**config.mk**
```make
export PLATFORM = sky130hd
export DESIGN_NAME = pkg_deserializer
export DESIGN_NICKNAME = d
export VERILOG_FILES = /design/src/rtl/pkg_deserializer_pkg.sv /design/src/rtl/pkg_deserializer_word_fifo.sv /design/src/rtl/pkg_deserializer.sv
export SDC_FILE = /design/constraint.sdc
export NUM_CORES = 1
export LEC_CHECK = 0
export BUFFER_PORTS_ARGS = -buffer_cell sky130_fd_sc_hd__buf_2
export CAP_MARGIN = 20
export CORE_UTILIZATION = 50
export CTS_BUF_LIST = sky130_fd_sc_hd__clkbuf_4 sky130_fd_sc_hd__clkbuf_8 sky130_fd_sc_hd__clkbuf_16
export DETAILED_ROUTE_END_ITERATION = 16
export PLACE_DENSITY = 0.75
export SLEW_MARGIN = 10
export SYNTH_ARGS = -nofsm -noshare
export SYNTH_HDL_FRONTEND = slang
export SYNTH_SLANG_ARGS = --single-unit
```
**constraint.sdc**
```tcl
create_clock -name clk -period 2.63 [get_ports clk]
set_clock_uncertainty 0.2 [all_clocks]
set_input_delay 0.1315 -clock clk [delete_from_list [all_inputs] [get_ports clk]]
set_output_delay 0.1315 -clock clk [all_outputs]
set_load 0.02 [all_outputs]
```
**src/rtl/pkg_deserializer_pkg.sv**
```systemverilog
// Types shared by the byte-serial transmitter and the deserializer:
// one frame is four bytes sent a, b, c, d.
package pkg_deserializer_pkg;

    typedef struct packed {
        logic [7:0] a;
        logic [7:0] b;
        logic [7:0] c;
        logic [7:0] d;
    } pkg_t;

    // The first three beats arrive oldest-first in the top of the shift word.
    function automatic pkg_t pack_beats(input logic [23:0] head, input logic [7:0] last);
        pkg_t p;
        p = {head, last};
        return p;
    endfunction

endpackage

```
**src/rtl/pkg_deserializer_word_fifo.sv**
```systemverilog
// Small synchronous FIFO of DEPTH words (power of two); pointers wrap
// naturally and the count carries one extra bit to tell full from empty.
module word_fifo
    import pkg_deserializer_pkg::*;
#(
    parameter int unsigned DEPTH = 2,
    parameter type T = pkg_t
) (
    input  logic                     clk,
    input  logic                     rst_n,
    input  logic                     push_i,
    input  T                         wdata_i,
    input  logic                     pop_i,
    output T                         rdata_o,
    output logic                     empty_o,
    output logic                     full_o,
    output logic [$clog2(DEPTH):0]   count_o
);

    localparam int unsigned PW = $clog2(DEPTH);

    T                mem_q [DEPTH];
    logic [PW-1:0]   wptr_q, wptr_d;
    logic [PW-1:0]   rptr_q, rptr_d;
    logic [PW:0]     count_q, count_d;
    logic            do_push;
    logic            do_pop;

    assign full_o  = (count_q == (PW+1)'(DEPTH));
    assign empty_o = (count_q == '0);
    assign do_push = push_i && !full_o;
    assign do_pop  = pop_i && !empty_o;
    assign rdata_o = mem_q[rptr_q];
    assign count_o = count_q;

    always_comb begin
        wptr_d  = wptr_q;
        rptr_d  = rptr_q;
        count_d = count_q;
        if (do_push) begin
            wptr_d = wptr_q + PW'(1);
        end
        if (do_pop) begin
            rptr_d = rptr_q + PW'(1);
        end
        case ({do_push, do_pop})
            2'b10:   count_d = count_q + (PW+1)'(1);
            2'b01:   count_d = count_q - (PW+1)'(1);
            default: count_d = count_q;
        endcase
    end

    always_ff @(posedge clk or negedge rst_n) begin
        if (!rst_n) begin
            wptr_q  <= '0;
            rptr_q  <= '0;
            count_q <= '0;
        end else begin
            wptr_q  <= wptr_d;
            rptr_q  <= rptr_d;
            count_q <= count_d;
        end
    end

    // Storage needs no reset: a slot is only read after it has been written.
    always_ff @(posedge clk) begin
        if (do_push) begin
            mem_q[wptr_q] <= wdata_i;
        end
    end

endmodule

```
**src/rtl/pkg_deserializer.sv**
```systemverilog
// Collects four consecutive put beats into one pkg_t word and queues it
// for a valid/ready consumer; broken or refused frames raise err.
module pkg_deserializer
    import pkg_deserializer_pkg::*;
#(
    parameter int unsigned DEPTH = 2
) (
    input  logic                     clk,
    input  logic                     rst_n,
    input  logic [7:0]               payload,
    input  logic                     put,
    output logic                     free,
    output pkg_t                     value,
    output logic                     valid,
    input  logic                     ready,
    output logic                     err,
    output logic [1:0]               dbg_state_o,
    output logic [$clog2(DEPTH):0]   dbg_count_o
);

    // Consumer handshake: a word transfers on every rising edge where
    // valid && ready; value is held steady while valid && !ready.
    typedef enum logic [1:0] {
        IDLE = 2'd0,
        B1   = 2'd1,
        B2   = 2'd2,
        B3   = 2'd3
    } state_e;

    state_e        state_q, state_d;
    logic [23:0]   shift_q, shift_d;
    logic          err_q, err_d;
    logic          push;
    pkg_t          push_word;
    pkg_t          head;
    logic          empty;
    logic          full;

    assign free        = (state_q == IDLE) && !full;
    assign valid       = !empty;
    assign value       = valid ? head : '0;
    assign err         = err_q;
    assign dbg_state_o = state_q;

    always_comb begin
        state_d   = state_q;
        shift_d   = shift_q;
        err_d     = 1'b0;
        push      = 1'b0;
        push_word = pack_beats(shift_q, payload);
        case (state_q)
            IDLE: begin
                if (put) begin
                    if (free) begin
                        state_d = B1;
                        shift_d = {shift_q[15:0], payload};
                    end else begin
                        err_d = 1'b1;
                    end
                end
            end
            B1, B2: begin
                if (put) begin
                    state_d = (state_q == B1) ? B2 : B3;
                    shift_d = {shift_q[15:0], payload};
                end else begin
                    state_d = IDLE;
                    err_d   = 1'b1;
                end
            end
            B3: begin
                state_d = IDLE;
                if (put) begin
                    push = 1'b1;
                end else begin
                    err_d = 1'b1;
                end
            end
            default: state_d = IDLE;
        endcase
    end

    always_ff @(posedge clk or negedge rst_n) begin
        if (!rst_n) begin
            state_q <= IDLE;
            shift_q <= '0;
            err_q   <= 1'b0;
        end else begin
            state_q <= state_d;
            shift_q <= shift_d;
            err_q   <= err_d;
        end
    end

    // A frame only starts with room in the FIFO, so push never meets full.
    word_fifo #(
        .DEPTH (DEPTH),
        .T     (pkg_t)
    ) u_fifo (
        .clk     (clk),
        .rst_n   (rst_n),
        .push_i  (push),
        .wdata_i (push_word),
        .pop_i   (ready),
        .rdata_o (head),
        .empty_o (empty),
        .full_o  (full),
        .count_o (dbg_count_o)
    );

endmodule

```
# Word-level counts from Yosys, hierarchy flattened
# Memory sizes are Yosys's and may differ from the RTL's.
# Index checks and enable logic that the tools add are counted.
# totals
regBits,31
mem_bits_rw,64
out_inout_bits,39
mem_count,1
# mem_list
memory,depth,word_bits,rd,rd_ports_with_merged_regs,wr,line_no,text
u_fifo.mem_q,2,32,1,0,1,pkg_deserializer_word_fifo.sv:22,T mem_q [DEPTH];
# op_classes
addsub,4
eq_ne,9
n_mux,19
n_reduce_logical,13
# ops
cell,count
$mux 24,3
$pmux 24 s2,1
$mux 32,1
$eq 2x2->1 const B,4
$mux 1,8
$mux 2,3
$ne 2x2->1 const B,3
$pmux 2 s3,1
$eq 2x1->1 const B,2
$logic_not 2->1,2
$pmux 2 s2,1
$reduce_and 4->1,1
$reduce_bool 2->1,2
$logic_and 1x1->1,3
$reduce_or 3->1,1
$add 1x1->1 const B,2
$add 2x1->2 const B,1
$logic_not 1->1,2
$pmux 1 s2,1
$reduce_and 2->1,1
$reduce_or 2->1,1
$sub 2x1->2 const B,1

# Logic depth before layout (Yosys ltp)
# Gate-level depths: netlist of run 1.
# depth
word_depth,6
ltp_mapped,7
mapped_depth_nobuf,7

# Hierarchy
# From an unflattened synthesis of run 1, not the netlist that was laid out.
# unflattened
hier_cells,225
hier_area_um2,4067.7
# modules_own_cells
mod,instances,cells_per_inst,area_each_um2,seq_area_each_um2
word_fifo,1,118,2658.8,2021.9
pkg_deserializer,1,107,1408.9,675.6

# Worst setup path after synthesis of run 1
# Ideal clock, no wire load.
# synth_path
path_type,register -> register
start,register u_fifo.count_q[0] (netlist: u_fifo.count_o[0])
end,memory u_fifo.mem_q[0][0] (netlist name) (enable)
setup_time_ps,421
arrival_ps,2226
t_required_ps,2009
slack_ps,-217
stages_incl_launch_ff,4
path_buffers,0
synth_period_minus_slack_ps,2847
cell_sequence,dfrtp_1 nand2b_1 nand3_1 nor2_1
# synth_via
elab_chain_len,5
# synth_lines
item,line_no,text
start: declaration,pkg_deserializer_word_fifo.sv:25,"logic [PW:0] count_q, count_d;"
start signal: assignment,pkg_deserializer_word_fifo.sv:61,count_q <= count_d;
$eq 2x2->1,pkg_deserializer_word_fifo.sv:29,assign full_o = (count_q == (PW+1)'(DEPTH));
$logic_not 1->1,pkg_deserializer_word_fifo.sv:31,assign do_push = push_i && !full_o;
$logic_and 1x1->1,pkg_deserializer_word_fifo.sv:31,
$mux 1,pkg_deserializer_word_fifo.sv:67,if (do_push) begin
$mux 1 (not written as such),pkg_deserializer_word_fifo.sv:68,mem_q[wptr_q] <= wdata_i;
end: declaration,pkg_deserializer_word_fifo.sv:22,
# No other way between the ends.

==> results.md, run 1 <==
- Clock sinks: 95
- Final wirelength: 6070 microns
- Initial antenna violation count: 0
- FF+latch count, synth: 95
- Crit path time final: 2210 ps
- Crit-path max FO: 21
- Syn avg cell area: 17.0 sq um
- Htree depth: 3
- TritonCTS buffer count: 9
- Global-route wire length before repair: 9490 microns
- Root Driver: clkbuf_8
- DRT Pass-1 Iters: 4
- Area added between synthesis and finish: 17.1%
- Crit Path Class: reg2out
- Routability cong.: 0.834
- Worst rel slew slack: 0.526
- Setup Viol. Count Final: 0
- Post-DP HPWL: 3680 microns
- Vias in the first global route: 1878
- Synthesized area: 0.00379 sq mm
- I/O Buffers: 50
- Final Hold Vio Count: 0
- Antenna cells: 0
- R2R depth: 5
- Period utilization: 0.839
- Die area: 0.00792 sq mm
- IO Pins: 51
- Worst-Skew Late Latency: 350 ps
- Max Cap Viol: 0
- Post-DRT Antenna Nets: 0
- Starting Density: 0.519
- Max Freq: 453 MHz
- Core ar.: 0.00729 sq mm
- Sum Neg Setup Slack: 0 ps
- Netlist cell types: 24
- Outcome: complete, no violations
- Slew @ Worst Pin: 710 ps
- Worst endpoint required time: 2300 ps
- R2R Path Start: dbg_state_o[0]$_DFFE_PN0P_
- Final net count: 307
- Num rows: 31
- First-iteration detailed-routing DRC count: 74
- PD cells: 1210 mW/mm^2
- Leakage: 1.85 nW
- Reg clk slew, reported paths: 90 ps
- Max layer used: met4
- Clock Path Buffers: 2
- Worst vdd ir: 0.574 mV
- Vertical die dimension: 89.0 microns
- Post-synthesis cell count: 223
- Global Route Usage Sum: 0.170
- Internal reg-to-reg setup slack: 500 ps
- RR Endpoint: shift_q[2]$_DFFE_PN0P_
- Sequential fraction of the synthesis area: 0.712
- Vias: 1936
- Worst Hold Class: in2async
- Yosys warning count: 0
- M1 WL: 2910 microns
- Via-to-Cell Ratio: 4.90
- Pins Over Slew Limit: 0
- Worst path arrival time: 1870 ps
- Die Width: 89.0 microns
- Grt total ovfl: 0
- Syn nets: 239
- Setup repair after global routing missed its margin: false
- Largest net degree at the start of global routing: 33
- Wire length on met3: 162 microns
- Share of cells above drive strength 1: 0.341
- Residual DRC: 0
- CTS tree: done
- CP startpoint kind: flop
- CP Capture Type: output port
- Power Total: 5.37 mW
- Drt wl/cell: 15.4 microns
- Met2 WL: 2890 microns
## worst max-delay path by stage
stage	from	end	slack (ps)
detailed placement	dbg_state_o[0]$_DFFE_PN0P_	shift_q[2]$_DFFE_PN0P_	510
floorplan	u_fifo.count_o[0]$_DFFE_PN0P_	u_fifo.mem_q[0][0]$_DFFE_PP_	-220
CTS	u_fifo.rptr_q$_DFFE_PN0P_	value[2]	370
global placement	dbg_state_o[0]$_DFFE_PN0P_	shift_q[2]$_DFFE_PN0P_	570
global route	u_fifo.rptr_q$_DFFE_PN0P_	value[6]	290
finish	u_fifo.rptr_q$_DFFE_PN0P_	value[5]	420
## Yosys cell counts (all sizes together)
| cell type | instances | area (sq um) |
|---|---|---|
| xor2 | 2 | 17.5 |
| and3b | 1 | 12.5 |
| o2bb2ai | 1 | 8.76 |
| o22ai | 1 | 6.26 |
| and2 | 2 | 12.5 |
| edfxtp | 64 | 1920 |
| xnor2 | 3 | 26.3 |
| ha | 4 | 50.1 |
| nor2 | 37 | 155 |
| nand2 | 2 | 7.51 |
| a21boi | 1 | 7.51 |
| nand3 | 1 | 5.00 |
| inv | 4 | 15.0 |
| o21ai | 2 | 10.0 |
| dfrtp | 31 | 776 |
| clkbuf | 3 | 11.3 |
| mux2 | 25 | 357 |
| mux2i | 32 | 320 |
| buf | 6 | 60.1 |
| nand2b | 1 | 6.26 |
## logic make-up (layout without fill, tap and decap cells)
family / count (synthesis) / count (layout) / synth area share
AOI/OAI and AO/OA: 5 / 5 / 0.00859
muxes: 57 / 57 / 0.179
buffers and inverters: 13 / 86 / 0.0228
xor gates and xnor gates: 5 / 5 / 0.0116
and+or+nand+nor: 44 / 44 / 0.0525
DFF: 95 / 95 / 0.712
adders and majority gates: 4 / 4 / 0.0132
## per-layer routing
metal | track usage | vias to the layer above
met1 | 0.236 | 946
met3 | 0.0277 | 6
met5 | 0 | -
met2 | 0.258 | 38
met4 | 0.0952 | 0
li1 | - | 946
## worst max-delay path, stage by stage (launching register included)
cell and delay [ps]:
dfrtp_2 770, buf_4 320, mux2i_1 200, nor2_1 60, buf_2 170
## registers in the layout, indices dropped and copies added (netlist names)
name            flops
dbg_state_o         2
err                 1
u_fifo.rptr_q       1
u_fifo.count_o      2
shift_q            24
u_fifo.mem_q       64
u_fifo.wptr_q       1
## repair_timing
| item | 4_1_cts | 5_1_grt |
|---|---|---|
| gates resized for setup | 0 | 0 |
| setup buffers | 0 | 0 |
| hold buffers | 11 | 0 |
| endpoints found under the hold margin | 58 | 0 |
## metrics by stage
stage                     setup WS, ps  cells  utilization  instance area [sq um]  hold WS (ps)
after CTS                          370    395        0.608                   4430           176
final                              424    395        0.608                   4430           157
after global placement             574    368        0.568                   4150          25.9
after floorplan                   -217    223            -                   3790          -364
after global routing               286    395        0.608                   4430           233
after detailed placement           508    368        0.568                   4150          32.1
## placed cells by master (no fill, tap or decap)
| cell | count |
|---|---|
| a21boi_1 | 1 |
| and2_1 | 2 |
| and3b_4 | 1 |
| buf_2 | 50 |
| buf_4 | 5 |
| clkbuf_4 | 1 |
| clkbuf_8 | 10 |
| clkinv_1 | 1 |
| clkinv_2 | 1 |
| clkinv_4 | 2 |
| clkinvlp_4 | 1 |
| dfrtp_1 | 30 |
| dfrtp_2 | 1 |
| dlygate4sd3_1 | 11 |
| edfxtp_1 | 64 |
| ha_1 | 4 |
| inv_1 | 4 |
| mux2_2 | 5 |
| mux2_4 | 20 |
| mux2i_1 | 32 |
| nand2_1 | 2 |
| nand2b_1 | 1 |
| nand3_1 | 1 |
| nor2_1 | 33 |
| nor2_2 | 1 |
| nor2_4 | 2 |
| nor2_8 | 1 |
| o21ai_0 | 1 |
| o21ai_1 | 1 |
| o22ai_1 | 1 |
| o2bb2ai_1 | 1 |
| xnor2_1 | 3 |
| xor2_1 | 2 |
## area by class of cell
cell class	count	area (sq um)
fillers	583	2860
multi-input cells	115	1020
inverters	4	15.0
flip-flops and latches	95	2700
clock buffers	11	145
repair buffers	66	398
clock inverters	5	33.8
well taps	99	124
## report_power, final
group	internal, mW	total, mW	switching (mW)
registers	2.07	2.43	0.365
logic	0.977	2.07	1.10
clock network	0.379	0.860	0.481
(Power assumes the default switching activity.)
==> run 2: changes to the inputs <==
--- a/config.mk
+++ b/config.mk
@@ -10,7 +10,7 @@
 export CORE_UTILIZATION = 50
 export CTS_BUF_LIST = sky130_fd_sc_hd__clkbuf_4 sky130_fd_sc_hd__clkbuf_8 sky130_fd_sc_hd__clkbuf_16
 export DETAILED_ROUTE_END_ITERATION = 16
-export PLACE_DENSITY = 0.75
+export PLACE_DENSITY = 0.72
 export SLEW_MARGIN = 10
 export SYNTH_ARGS = -nofsm -noshare
 export SYNTH_HDL_FRONTEND = slang
==> constraint.sdc (replaced) <==
create_clock -name clk -period 2.1 [get_ports clk]
set_clock_uncertainty 0.2 [all_clocks]
set_input_delay 0.105 -clock clk [delete_from_list [all_inputs] [get_ports clk]]
set_output_delay 0.105 -clock clk [all_outputs]
set_load 0.02 [all_outputs]
==> run 2 against run 1 <==
- design area rose by 2.1%
- sequential cell count did not move
- non-clock buffer count rose by 1
- hold slack got worse by 13 ps
- cell count rose by 0.51%
- largest cell class unchanged
==> results.md, run 2 (synthesis results as in run 1) <==
- Area added between synthesis and finish: 19.6%
- Clock Path Buffers: 2
- DRT Pass-1 Iters: 4
- Post-DRT Antenna Nets: 0
- Crit Path Class: reg2out
- I/O Buffers: 50
- Combinational share of power: 0.399
- Leakage: 1.88 nW
- Cell Int Power: 4.48 mW
- Commonest non-fill, non-tap cell in the layout: edfxtp_1
- Worst endpoint required time: 1790 ps
- Worst-Skew Late Latency: 350 ps
- CTS tree: done
- IO Pins: 51
- # placed instances: 368
- CP startpoint kind: flop
- Worst rel slew slack: 0.514
- Global Route Usage Sum: 0.167
- TritonCTS buffer count: 9
- Initial antenna violation count: 0
- Period utilization: 0.940
- CP Capture Type: output port
- Slew @ Worst Pin: 729 ps
- Max Cap Viol: 0
- Residual DRC: 0
- Worst Hold Class: in2async
- Setup repair after global routing missed its margin: false
- PD cells: 1540 mW/mm^2
- Net Sw Power: 2.49 mW
- First-iteration detailed-routing DRC count: 62
- Share of cells above drive strength 1: 0.352
- Outcome: complete, no violations
- Largest net degree at the start of global routing: 33
- Final net count: 309
- Num rows: 31
- Hold WS: 144 ps
- Final Hold Vio Count: 0
- Top reg by flops: u_fifo.mem_q
- Worst vdd ir: 0.876 mV
- Setup Viol. Count Final: 0
- Crit path time final: 1970 ps
- Most frequent cells in the layout: 64 x edfxtp_1, 50 x buf_2, 33 x nor2_1
- Root Driver: clkbuf_8
- Vertical die dimension: 89.0 microns
- Setup WS pre-CTS: 8.93 ps
- Antenna cells: 0
- Routability cong.: 0.775
- Crit-path max FO: 23
- Die Width: 89.0 microns
- Htree depth: 3
- Max reg flops: 64
- Starting Density: 0.519
- Seq pwr share: 0.430
- Sw Ratio: 0.358
- Die area: 0.00792 sq mm
- Core ar.: 0.00729 sq mm
- Vias in the first global route: 1846
- Via-to-Cell Ratio: 4.93
- Final wirelength: 6100 microns
- Top flop regs: u_fifo.mem_q: 64 flops, shift_q: 24 flops
- Reg clk slew, reported paths: 90 ps
- Clock power frac: 0.171
- Post-DP HPWL: 3630 microns
- Post-route insts no fill: 397
- Final WS setup: 127 ps
- Max Freq: 507 MHz
- Worst path arrival time: 1670 ps
- Clock sinks: 95
- Global-route wire length before repair: 9440 microns
- Pins Over Slew Limit: 0
- Drt wl/cell: 15.4 microns
- Grt total ovfl: 0
- Vias: 1958
## run 2: what timing repair did
item,4_1_cts,5_1_grt
setup endpoints to repair,4,25
buffers inserted,0,1
pin swaps,0,2
resized for setup,0,2
cloned,0,1
hold endpoints to repair,58,0
hold buffers,11,0
## run 2: final cells by class
| class | instances | area [sq um] |
|---|---|---|
| multi-input combinational | 116 | 1030 |
| tap | 99 | 124 |
| clock buffer | 10 | 131 |
| clock inverter | 6 | 67.6 |
| sequential | 95 | 2700 |
| timing repair buffer | 67 | 455 |
| inverter | 4 | 15.0 |
| fill | 582 | 2760 |
## run 2: layer usage
layer  global-route usage  wire length, microns  up-vias  part of all wire
met5                    0                     0        -                 0
met4               0.0895                   142        0             0.023
met3               0.0305                   129       10             0.021
met2                0.249                  2900       34              0.48
met1                0.236                  2920      969              0.48
li1                     -                     -      945                 -
## run 2: worst max-delay path: stages (launching register included)
cell,delay (ps)
dfrtp_4,570
buf_12,240
mux2i_1,280
nor2_1,50
buf_2,170
## run 2: worst paths after layout
check                                                     end                        from  slack [ps]  depth (start not counted)
worst min-delay path               dbg_state_o[0]$_DFFE_PN0P_                       rst_n         140                          2
worst max-delay path                                value[23]   u_fifo.rptr_q$_DFFE_PN0P_         130                          4
worst max register to register        shift_q[15]$_DFFE_PN0P_  dbg_state_o[1]$_DFFE_PN0P_         140                          6
min in group clk                 u_fifo.mem_q[0][7]$_DFFE_PP_                  payload[7]         280                          2
worst min register to register  u_fifo.mem_q[1][30]$_DFFE_PP_     shift_q[22]$_DFFE_PN0P_         280                          0
max in group asynchronous           u_fifo.rptr_q$_DFFE_PN0P_                       rst_n        1020                          2
## run 2: power groups by stage
| stage | Clock [mW] | Combinational [mW] | Sequential (mW) |
|---|---|---|---|
| after floorplan | 0 | 2.08 | 2.91 |
| after global placement | 0 | 2.66 | 3.00 |
| after detailed placement | 0 | 2.71 | 3.03 |
| after CTS | 1.21 | 2.73 | 2.99 |
| after global routing | 1.30 | 3.01 | 3.06 |
| final | 1.19 | 2.78 | 3.00 |
## run 2: metrics by stage
stage | area (sq um) | power (mW) | setup TNS (ps) | util
global route | 4530 | 7.37 | 0 | 0.621
global placement | 4180 | 5.66 | 0 | 0.574
finish | 4530 | 6.97 | 0 | 0.621
detailed placement | 4180 | 5.74 | 0 | 0.574
CTS | 4490 | 6.93 | -12.8 | 0.616
floorplan | 3790 | 4.99 | -15860 | -
==> run 3: changes to the inputs <==
--- a/config.mk
+++ b/config.mk
@@ -7,6 +7,7 @@
 export LEC_CHECK = 0
 export BUFFER_PORTS_ARGS = -buffer_cell sky130_fd_sc_hd__buf_2
 export CAP_MARGIN = 20
+export CORE_ASPECT_RATIO = 0.7
 export CORE_UTILIZATION = 50
 export CTS_BUF_LIST = sky130_fd_sc_hd__clkbuf_4 sky130_fd_sc_hd__clkbuf_8 sky130_fd_sc_hd__clkbuf_16
 export DETAILED_ROUTE_END_ITERATION = 16
==> run 3 against run 2 <==
- sequential cell count did not move
- sequential share of layout area rose by 0.11 points
- die area barely moved
- non-clock buffer count rose by 1
- cell count fell by 0.25%
- power rose by 0.36%
- first-iteration DRC count rose by 15%
- design area fell by 0.28%
- critical path type is now reg2reg
- count of clock-buffer cells in the layout fell by 1
==> results.md, run 3 (synthesis results as in run 1) <==
- Worst path arrival time: 2030 ps
- Worst vdd ir: 0.703 mV
- First-iteration detailed-routing DRC count: 71
- Global-route wire length before repair: 9990 microns
- Max Cap Viol: 0
- Max layer used: met4
- Worst-Skew Late Latency: 350 ps
- Layout Utilization: 0.617
- Final net count: 309
- Met2 WL: 2850 microns
- Wire length on met3: 236 microns
- Htree depth: 3
- Reg clk slew, reported paths: 80 ps
- R2R depth: 6
- Worst endpoint required time: 2140 ps
- Root Driver: clkbuf_8
- Final Hold Vio Count: 0
- Drt wl/cell: 15.8 microns
- CP Capture Type: flop
- I/O Buffers: 50
- PD cells: 1550 mW/mm^2
- Crit-path max FO: 18
- Setup Viol. Count Final: 0
- DRT Pass-1 Iters: 4
- # fillers: 573
- Num rows: 26
- Clock Path Buffers: 2
- Vias: 1946
- Slew @ Worst Pin: 705 ps
- Top flop regs: u_fifo.mem_q: 64 flops, shift_q: 24 flops
- Via-to-Cell Ratio: 4.91
- Routability cong.: 0.757
- Share of cells above drive strength 1: 0.342
- Starting Density: 0.517
- Period utilization: 0.945
- Top reg by flops: u_fifo.mem_q
- Post-DP HPWL: 4020 microns
- TritonCTS buffer count: 9
- Seq. cell area: 0.00270 sq mm
- Core ar.: 0.00732 sq mm
- Global Route Usage Sum: 0.176
- Worst Hold Class: in2async
- Die Width: 106 microns
- CTS tree: done
- Most frequent cells in the layout: 64 x edfxtp_1, 50 x buf_2, 33 x nor2_1
- Max reg flops: 64
- M1 WL: 3110 microns
- Commonest non-fill, non-tap cell in the layout: edfxtp_1
- Grt total ovfl: 0
- Die area: 0.00793 sq mm
- Vias in the first global route: 1911
- Crit Path Class: reg2reg
- Pins Over Slew Limit: 0
- Leakage: 1.89 nW
- Setup WS pre-CTS: 127 ps
- Sum Neg Setup Slack: 0 ps
- Area added between synthesis and finish: 19.3%
- Worst rel slew slack: 0.530
- Vertical die dimension: 74.8 microns
- Final WS setup: 116 ps
- CP startpoint kind: flop
- Setup repair after global routing missed its margin: false
- Initial antenna violation count: 0
- Max Freq: 504 MHz
- Largest net degree at the start of global routing: 33
- Residual DRC: 0
- Final wirelength: 6270 microns
- Clock sinks: 95
- Outcome: complete, no violations
- Multi-input logic area: 0.00102 sq mm
- IO Pins: 51
- Antenna cells: 0
- Crit path time final: 1980 ps
- Post-DRT Antenna Nets: 0
run 3: report_power, final:
group	total (mW)	internal, mW	switching [mW]
Combinational	2.78	1.28	1.49
Clock	1.25	0.662	0.587
Sequential	2.97	2.59	0.377
Total	6.99	4.54	2.46
run 3: per-stage QoR:
step                power, mW  cells  hold slack (ps)  instance area (sq um)
floorplan                4.99    223             -391                   3790
global placement         5.69    369             1.68                   4200
detailed placement       5.80    369             5.80                   4200
CTS                      7.05    396              165                   4520
global route             7.37    396              201                   4520
finish                   6.99    396              132                   4520
run 3: area by class of cell:
class / count / share of cell area
clock buffer: 9 / 0.0274
clock inverter: 7 / 0.0191
inverter: 4 / 0.00332
multi-input combinational: 115 / 0.226
sequential: 95 / 0.598
tap: 98 / 0.0271
timing repair buffer: 68 / 0.0997
run 3: worst max-delay path, stage by stage (launching register included):
cell     delay, ps
dfrtp_1        410
inv_1           80
ha_1           310
o21ai_1        330
nor2_8          70
buf_12         170
mux2_4         300
run 3: timing repair:
action	4_1_cts	5_1_grt
gates resized for setup	0	0
buffers inserted	0	0
hold buffers	11	0
endpoints found under the hold margin	58	0
run 3: worst paths after layout:
kind                                                 start  slack [ps]                             to
worst max-delay path            dbg_state_o[1]$_DFFE_PN0P_         120        shift_q[23]$_DFFE_PN0P_
worst min-delay path                                 rst_n         130         shift_q[1]$_DFFE_PN0P_
worst max register to register  dbg_state_o[1]$_DFFE_PN0P_         120        shift_q[23]$_DFFE_PN0P_
worst min register to register     shift_q[23]$_DFFE_PN0P_         290  u_fifo.mem_q[0][31]$_DFFE_PP_
max in group asynchronous                            rst_n        1070      u_fifo.rptr_q$_DFFE_PN0P_
min in group clk                                payload[2]         290   u_fifo.mem_q[1][2]$_DFFE_PP_
run 3: layer usage:
metal / track usage / vias up
li1: - / 947
met3: 0.0537 / 8
met5: 0 / -
met4: 0.0664 / 0
met1: 0.239 / 945
met2: 0.275 / 46
